## src/rtl/fifo_ctrl_pkg.sv

```systemverilog
// Shared types and constants for the FIFO control unit.
package fifo_ctrl_pkg;

  localparam int unsigned AddrWDefault = 3;

  // Controller state, 3-bit encoding.
  typedef enum logic [2:0] {
    StInit    = 3'd0,
    StNoOp    = 3'd1,
    StWrite   = 3'd2,
    StWrError = 3'd3,
    StRead    = 3'd4,
    StRdError = 3'd5,
    StRdWr    = 3'd6
  } state_e;

  // Occupancy needs one extra bit so a full FIFO is distinguishable from empty.
  function automatic int unsigned count_width(int unsigned addr_w);
    return addr_w + 1;
  endfunction

endpackage

```

## src/rtl/fifo_ctrl_if.sv

```systemverilog
// Request/status bundle between the FIFO top level and its controller.
// Optional almost_full/almost_empty signals exist when FIFO_CTRL_ALMOST_FLAGS_EN is defined.
interface fifo_ctrl_if
  import fifo_ctrl_pkg::*;
#(
  parameter int unsigned ADDR_W = AddrWDefault
) ();

  logic                   wr_en;
  logic                   rd_en;
  logic [2**ADDR_W-1:0]   we_entry;
  logic [ADDR_W-1:0]      rd_sel;
  logic                   rd_load;
  logic [ADDR_W:0]        data_count;
  logic                   full;
  logic                   empty;
  logic                   wr_ack;
  logic                   wr_err;
  logic                   rd_ack;
  logic                   rd_err;
  state_e                 state;
`ifdef FIFO_CTRL_ALMOST_FLAGS_EN
  logic                   almost_full;
  logic                   almost_empty;
`endif

  modport master (
    output wr_en, rd_en,
`ifdef FIFO_CTRL_ALMOST_FLAGS_EN
    input  almost_full, almost_empty,
`endif
    input  we_entry, rd_sel, rd_load, data_count, full, empty,
    input  wr_ack, wr_err, rd_ack, rd_err, state
  );

  modport slave (
    input  wr_en, rd_en,
`ifdef FIFO_CTRL_ALMOST_FLAGS_EN
    output almost_full, almost_empty,
`endif
    output we_entry, rd_sel, rd_load, data_count, full, empty,
    output wr_ack, wr_err, rd_ack, rd_err, state
  );

endinterface

```

## src/rtl/fifo_ctrl_ns.sv

```systemverilog
// Combinational next-state logic: request acceptance, pointers, count, status flags.
// Almost-flag next values exist when FIFO_CTRL_ALMOST_FLAGS_EN is defined.
module fifo_ctrl_ns
  import fifo_ctrl_pkg::*;
#(
  parameter int unsigned ADDR_W = AddrWDefault
) (
  input  logic              wr_en,
  input  logic              rd_en,
  input  logic [ADDR_W-1:0] head,
  input  logic [ADDR_W-1:0] tail,
  input  logic [ADDR_W:0]   count,
  output logic              wr_ok,
  output logic              rd_ok,
  output logic [ADDR_W-1:0] head_nxt,
  output logic [ADDR_W-1:0] tail_nxt,
  output logic [ADDR_W:0]   count_nxt,
  output state_e            state_nxt,
  output logic              wr_ack_nxt,
  output logic              wr_err_nxt,
  output logic              rd_ack_nxt,
  output logic              rd_err_nxt
`ifdef FIFO_CTRL_ALMOST_FLAGS_EN
  ,
  output logic              almost_full_nxt,
  output logic              almost_empty_nxt
`endif
);

  localparam int unsigned CntW = count_width(ADDR_W);
  localparam logic [ADDR_W:0] FullCnt = CntW'(2**ADDR_W);

  logic is_full;
  logic is_empty;

  // Acceptance, pointer/count update and next controller state.
  always_comb begin
    is_full  = (count == FullCnt);
    is_empty = (count == '0);
    rd_ok    = rd_en && !is_empty;
    // A read on the same cycle frees the slot a write into a full FIFO needs.
    wr_ok    = wr_en && (!is_full || rd_ok);

    head_nxt = rd_ok ? head + ADDR_W'(1) : head;
    tail_nxt = wr_ok ? tail + ADDR_W'(1) : tail;

    unique case ({wr_ok, rd_ok})
      2'b10:   count_nxt = count + CntW'(1);
      2'b01:   count_nxt = count - CntW'(1);
      default: count_nxt = count;
    endcase

    wr_ack_nxt = wr_ok;
    wr_err_nxt = wr_en && !wr_ok;
    rd_ack_nxt = rd_ok;
    rd_err_nxt = rd_en && !rd_ok;

    if (wr_err_nxt)          state_nxt = StWrError;
    else if (rd_err_nxt)     state_nxt = StRdError;
    else if (wr_ok && rd_ok) state_nxt = StRdWr;
    else if (wr_ok)          state_nxt = StWrite;
    else if (rd_ok)          state_nxt = StRead;
    else                     state_nxt = StNoOp;
  end

`ifdef FIFO_CTRL_ALMOST_FLAGS_EN
  // Almost flags track the count that will be registered this edge.
  always_comb begin
    almost_full_nxt  = (count_nxt == FullCnt - CntW'(1));
    almost_empty_nxt = (count_nxt == CntW'(1));
  end
`endif

endmodule

```

## src/rtl/fifo_ctrl.sv

```systemverilog
// FIFO control unit: pointer/count/status registers and one-hot entry write decode.
// Define FIFO_CTRL_ALMOST_FLAGS_EN to add almost_full/almost_empty outputs.
module fifo_ctrl
  import fifo_ctrl_pkg::*;
#(
  parameter int unsigned ADDR_W = AddrWDefault
) (
  input  logic  clk,
  input  logic  reset_n,
  fifo_ctrl_if.slave bus
);

  localparam int unsigned CntW = count_width(ADDR_W);
  localparam logic [ADDR_W:0] FullCnt = CntW'(2**ADDR_W);

  logic [ADDR_W-1:0] head_q, head_d;
  logic [ADDR_W-1:0] tail_q, tail_d;
  logic [ADDR_W:0]   count_q, count_d;
  state_e            state_q, state_d;
  logic              wr_ack_q, wr_ack_d, wr_err_q, wr_err_d;
  logic              rd_ack_q, rd_ack_d, rd_err_q, rd_err_d;
  logic              wr_ok, rd_ok;
`ifdef FIFO_CTRL_ALMOST_FLAGS_EN
  logic              almost_full_q, almost_full_d;
  logic              almost_empty_q, almost_empty_d;
`endif

  fifo_ctrl_ns #(
    .ADDR_W (ADDR_W)
  ) u_ns (
    .wr_en      (bus.wr_en),
    .rd_en      (bus.rd_en),
    .head       (head_q),
    .tail       (tail_q),
    .count      (count_q),
    .wr_ok      (wr_ok),
    .rd_ok      (rd_ok),
    .head_nxt   (head_d),
    .tail_nxt   (tail_d),
    .count_nxt  (count_d),
    .state_nxt  (state_d),
    .wr_ack_nxt (wr_ack_d),
    .wr_err_nxt (wr_err_d),
    .rd_ack_nxt (rd_ack_d),
    .rd_err_nxt (rd_err_d)
`ifdef FIFO_CTRL_ALMOST_FLAGS_EN
    ,
    .almost_full_nxt  (almost_full_d),
    .almost_empty_nxt (almost_empty_d)
`endif
  );

  // Control state register with asynchronous clear.
  always_ff @(posedge clk or negedge reset_n) begin
    if (!reset_n) begin
      head_q   <= '0;
      tail_q   <= '0;
      count_q  <= '0;
      state_q  <= StInit;
      wr_ack_q <= 1'b0;
      wr_err_q <= 1'b0;
      rd_ack_q <= 1'b0;
      rd_err_q <= 1'b0;
    end else begin
      head_q   <= head_d;
      tail_q   <= tail_d;
      count_q  <= count_d;
      state_q  <= state_d;
      wr_ack_q <= wr_ack_d;
      wr_err_q <= wr_err_d;
      rd_ack_q <= rd_ack_d;
      rd_err_q <= rd_err_d;
    end
  end

`ifdef FIFO_CTRL_ALMOST_FLAGS_EN
  // Almost flags registered alongside the count.
  always_ff @(posedge clk or negedge reset_n) begin
    if (!reset_n) begin
      almost_full_q  <= 1'b0;
      almost_empty_q <= 1'b0;
    end else begin
      almost_full_q  <= almost_full_d;
      almost_empty_q <= almost_empty_d;
    end
  end

  assign bus.almost_full  = almost_full_q;
  assign bus.almost_empty = almost_empty_q;
`endif

  // One-hot entry write enable at the tail, only for an accepted write.
  always_comb begin
    bus.we_entry = '0;
    if (wr_ok) bus.we_entry[tail_q] = 1'b1;
  end

  assign bus.rd_load    = rd_ok;
  assign bus.rd_sel     = head_q;
  assign bus.data_count = count_q;
  assign bus.full       = (count_q == FullCnt);
  assign bus.empty      = (count_q == '0);
  assign bus.wr_ack     = wr_ack_q;
  assign bus.wr_err     = wr_err_q;
  assign bus.rd_ack     = rd_ack_q;
  assign bus.rd_err     = rd_err_q;
  assign bus.state      = state_q;

endmodule

```

## src/flat_wrapper.sv

```systemverilog
// flat-port wrapper written by rule: the top's interface ports become plain ports
module fifo_ctrl_flat import fifo_ctrl_pkg::*;
#(
  parameter int unsigned ADDR_W = AddrWDefault
)
  (clk, reset_n, bus_wr_en, bus_rd_en, bus_we_entry, bus_rd_sel, bus_rd_load, bus_data_count, bus_full, bus_empty, bus_wr_ack, bus_wr_err, bus_rd_ack, bus_rd_err, bus_state);
  fifo_ctrl_if #(.ADDR_W(ADDR_W)) bus_i ();
  input  logic clk;
  input  logic reset_n;
  input wire logic [$bits(bus_i.wr_en)-1:0] bus_wr_en;
  input wire logic [$bits(bus_i.rd_en)-1:0] bus_rd_en;
  output wire logic [$bits(bus_i.we_entry)-1:0] bus_we_entry;
  output wire logic [$bits(bus_i.rd_sel)-1:0] bus_rd_sel;
  output wire logic [$bits(bus_i.rd_load)-1:0] bus_rd_load;
  output wire logic [$bits(bus_i.data_count)-1:0] bus_data_count;
  output wire logic [$bits(bus_i.full)-1:0] bus_full;
  output wire logic [$bits(bus_i.empty)-1:0] bus_empty;
  output wire logic [$bits(bus_i.wr_ack)-1:0] bus_wr_ack;
  output wire logic [$bits(bus_i.wr_err)-1:0] bus_wr_err;
  output wire logic [$bits(bus_i.rd_ack)-1:0] bus_rd_ack;
  output wire logic [$bits(bus_i.rd_err)-1:0] bus_rd_err;
  output wire logic [$bits(bus_i.state)-1:0] bus_state;
  assign bus_i.wr_en = bus_wr_en;
  assign bus_i.rd_en = bus_rd_en;
  assign bus_we_entry = bus_i.we_entry;
  assign bus_rd_sel = bus_i.rd_sel;
  assign bus_rd_load = bus_i.rd_load;
  assign bus_data_count = bus_i.data_count;
  assign bus_full = bus_i.full;
  assign bus_empty = bus_i.empty;
  assign bus_wr_ack = bus_i.wr_ack;
  assign bus_wr_err = bus_i.wr_err;
  assign bus_rd_ack = bus_i.rd_ack;
  assign bus_rd_err = bus_i.rd_err;
  assign bus_state = bus_i.state;
  fifo_ctrl #(.ADDR_W(ADDR_W)) u_core (.clk(clk), .reset_n(reset_n), .bus(bus_i));
endmodule
```

## config.mk

```make
export PLATFORM = sky130hd
export DESIGN_NAME = fifo_ctrl_flat
export DESIGN_NICKNAME = d
export VERILOG_FILES = /design/src/rtl/fifo_ctrl_pkg.sv /design/src/rtl/fifo_ctrl_if.sv /design/src/rtl/fifo_ctrl_ns.sv /design/src/rtl/fifo_ctrl.sv /design/src/flat_wrapper.sv
export SDC_FILE = /design/constraint.sdc
export NUM_CORES = 1
export LEC_CHECK = 0
export BUFFER_PORTS_ARGS = -buffer_cell sky130_fd_sc_hd__buf_2
export CORE_MARGIN = 3
export CORE_UTILIZATION = 25
export DETAILED_ROUTE_END_ITERATION = 8
export PLACE_DENSITY = 0.53
export SLEW_MARGIN = 20
export SYNTH_ARGS = -nofsm -noshare
export SYNTH_HDL_FRONTEND = slang
export SYNTH_SLANG_ARGS = --single-unit
```

## constraint.sdc

```tcl
create_clock -name clk -period 5.35 [get_ports clk]
set_clock_uncertainty 0.05 [all_clocks]
set_input_delay 0.2675 -clock clk [delete_from_list [all_inputs] [get_ports clk]]
set_output_delay 0.2675 -clock clk [all_outputs]
set_load 0.005 [all_outputs]
```

==> results by group <==
GRT
  – Total track usage: 0.0864
  – First-pass GRT wire length: slightly below 3000 um
  – Vias in the first global route: between 600 and 700
  – GRT overflow: 0
  – Largest net degree at the start of global routing: 18
  – Initial antenna violation count: 0

Clocking
  – H-tree depth: 1
  – Clock Path Buffers: 2
  – CTS tree: built
  – Skew-Pair Late Insertion Delay: ~0.28 ns
  – Root Buffer: clkbuf_4
  – CTS Sinks: 17
  – Worst-path clk slew: about 0.10 ns
  – Total CTS buffers: 3

Drt
  – Via density: ~4.3
  – Remaining DRCs: 0
  – Wire per inst: around 12 um
  – Pre-Repair DR Iteration Count: 4
  – Iter 0 DRT Violations: 13
  – Post-DRT Antenna Nets: 0
  – Routed WL: between 1500 and 2000 um
  – Routed via count: around 670

Critical path
  – RR Startpoint: u_core.bus.data_count[1]
  – Worst setup startpoint: u_core.bus.data_count[1]
  – Critical path class: flip-flop to flip-flop
  – CP required: about 5.5 ns
  – Element type at the critical path start: flip-flop
  – R2R setup slack: about 2.8 ns
  – CP Capture Type: flip-flop
  – Worst Reg-to-Reg Cells: 7
  – WP data arrival: between 2 and 3 ns
  – Reg2reg end: u_core.bus.data_count[3]
  – Crit-path max FO: 7
  – Worst Setup EP: u_core.bus.data_count[3]

Yosys
  – Synth cell types: 32
  – Mean Syn Cell Area: roughly 11 um^2
  – Syn Inst Count: roughly 80
  – EDFF count, synth: 0
  – Netlist Area Pre-Place: roughly 900 um^2
  – Flops & latches, synth: 17
  – YS warnings: 0
  – Top_reg_cell synth: dfrtp_1
  – Asr flop ratio synth: 1.00
  – Sequential cell area fraction in the yosys report: 0.472
  – Syn_nets: 91

STA
  – Tmin final: around 2.5 ns
  – # setup viols final: 0
  – Final Cycle Share: 0.472
  – Slew Viols, Final: 0
  – Final hold violations: 0
  – Setup Total Neg Slack: 0 ns
  – RSZ-0062 raised after global routing: no
  – Worst slew margin: 0.656
  – Slew @ Worst Pin: around 0.5 ns
  – Fmax: ~0.4 GHz
  – Final hold slack: ~0.14 ns

Layout
  – Nets: roughly 120
  – Ant diodes: 0
  – Layout area overhead: 23.6%
  – Layout cells sized above 1: 0.375

Floorplanning
  – Chip width: between 60 and 70 um
  – Initial core utilization: 0.264
  – Floorplan row count: 21
  – Core ar.: roughly 3400 um^2
  – Die Y: about 66 um
  – Top Ports: 29
  – Die area: about 4400 um^2

Power
  – Sequential share of power: 0.441
  – Sw Share: 0.398
  – Psw: ~220 uW
  – Comb power frac: 0.437
  – Static leakage: between 0.0005 and 0.0006 uW
  – Clock share of power: 0.122
  – Peak supply drop: 0.314 mV
  – Pwr per Cell Area: 493 nW/um^2
  – Int Pwr: 331 uW

Placement
  – RD Place Congestion: slightly above 0.8
  – HPWL Detailed: around 1500 um
  – I/O Buffers: 28

Run
  – Max-Cap Viols: 0

Min path
  – HP Class: input pin to flip-flop

Status
  – Outcome: completed
[how the worst min path moves through the flow]
stage,start,to,slack (ns),depth (start not counted)
2_1_floorplan,reset_n,u_core.bus.data_count[0],-0.08,0
3_3_place_gp,reset_n,u_core.bus.rd_sel[2],0.16,1
3_5_place_dp,reset_n,u_core.bus.rd_sel[2],0.16,1
4_1_cts,bus_rd_en,u_core.bus.state[2],0.13,1
5_1_grt,bus_rd_en,u_core.bus.state[2],0.13,1
6_report,bus_rd_en,u_core.bus.state[2],0.14,1
[power by group through the flow]
| stage | combinational (uW) | clock [uW] | sequential (uW) |
|---|---|---|---|
| 3_5_place_dp | 243 | 0 | 245 |
| 3_3_place_gp | 239 | 0 | 239 |
| 6_report | 241 | 66.8 | 243 |
| 5_1_grt | 272 | 78.2 | 253 |
| 2_1_floorplan | 174 | 0 | 230 |
| 4_1_cts | 246 | 71.5 | 242 |
[cell usage after synthesis, drive strengths merged, types with 2 or more instances]
cell type / instances / share of area
o21ai: 2 / 0.024
xnor2: 6 / 0.058
inv: 7 / 0.032
nand2: 10 / 0.044
buf: 2 / 0.021
nor4: 2 / 0.014
nand2b: 2 / 0.014
nor3: 5 / 0.028
ha: 4 / 0.055
and3: 2 / 0.014
mux2i: 3 / 0.033
nor2: 6 / 0.028
a31oi: 2 / 0.031
dfrtp: 17 / 0.47
[critical path, stage by stage, from the launching register on]
cell     delay, ns
dfrtp_1       0.47
o41ai_2       0.58
nor2_2        0.15
ha_1          0.30
a21o_2        0.20
a21oi_1       0.24
mux2i_1       0.12
a211o_1       0.30
[stage by stage]
stage	utilization	power [uW]	instance area, um^2	worst slack [ns]	instances
6_report	0.326	550	1110	2.82	158
5_1_grt	0.326	602	1110	2.66	158
4_1_cts	0.326	559	1110	2.79	158
3_5_place_dp	0.315	488	1080	2.81	153
3_3_place_gp	0.315	478	1080	2.94	153
2_1_floorplan	-	404	902	2.97	82
[metal layers]
layer  GRT usage  vias to the layer above  part of all wire
li1            -                      336                 -
met1       0.107                      317              0.44
met2       0.146                       17              0.48
met3      0.0391                        2             0.077
met4           0                        0            0.0011
met5           0                        -                 0
[cell usage in the layout, fill, tap and decap left out, types with 2 or more instances in the layout]
cell type | synthesis | routed
ha_1 | 4 | 4
nor3_1 | 5 | 5
nand2b_1 | 2 | 2
mux2i_1 | 3 | 3
xnor2_1 | 6 | 6
clkbuf_4 | 0 | 3
buf_2 | 0 | 28
inv_1 | 6 | 6
and3_1 | 2 | 2
dfrtp_1 | 17 | 17
nor4_1 | 2 | 2
nand2_1 | 9 | 9
nor2_1 | 5 | 5
[what timing repair did]
action | 4_1_cts | 5_1_grt
hold buffers | 1 | 0
resized for setup | 0 | 0
hold endpoints to repair | 17 | 0
buffers inserted | 0 | 0
[sequential cells by signal (all words and copies together), names as in the netlist]
register               count
u_core.bus.wr_ack          1
u_core.bus.rd_sel          3
u_core.bus.rd_err          1
u_core.bus.wr_err          1
u_core.bus.rd_ack          1
u_core.tail_q              3
u_core.bus.data_count      4
u_core.bus.state           3
[cells by family (layout without fill, tap and decap cells)]
logic type               after synthesis  count (layout)  share of synthesized area
adder cells (fa/ha/maj)                5               5                     0.0777
AO/OA/AOI/OAI                          8               8                     0.0971
multiplexers                           4               4                     0.0499
AND/OR/NAND/NOR                       32              32                      0.189
flip-flops                            17              17                      0.472
buffers and inverters                 10              40                     0.0569
XOR/XNOR                               6               6                     0.0583
[final cells by class]
| class | instances | area [um^2] |
|---|---|---|
| fillers | 357 | 2300 |
| flip-flops and latches | 17 | 425 |
| multi-input cells | 55 | 425 |
| repair buffers | 29 | 150 |
| well taps | 46 | 57.6 |
| inverters | 7 | 28.8 |
| clock buffers | 3 | 22.5 |
| clock inverters | 1 | 5.00 |
Power figures use the tool's default switching activity.
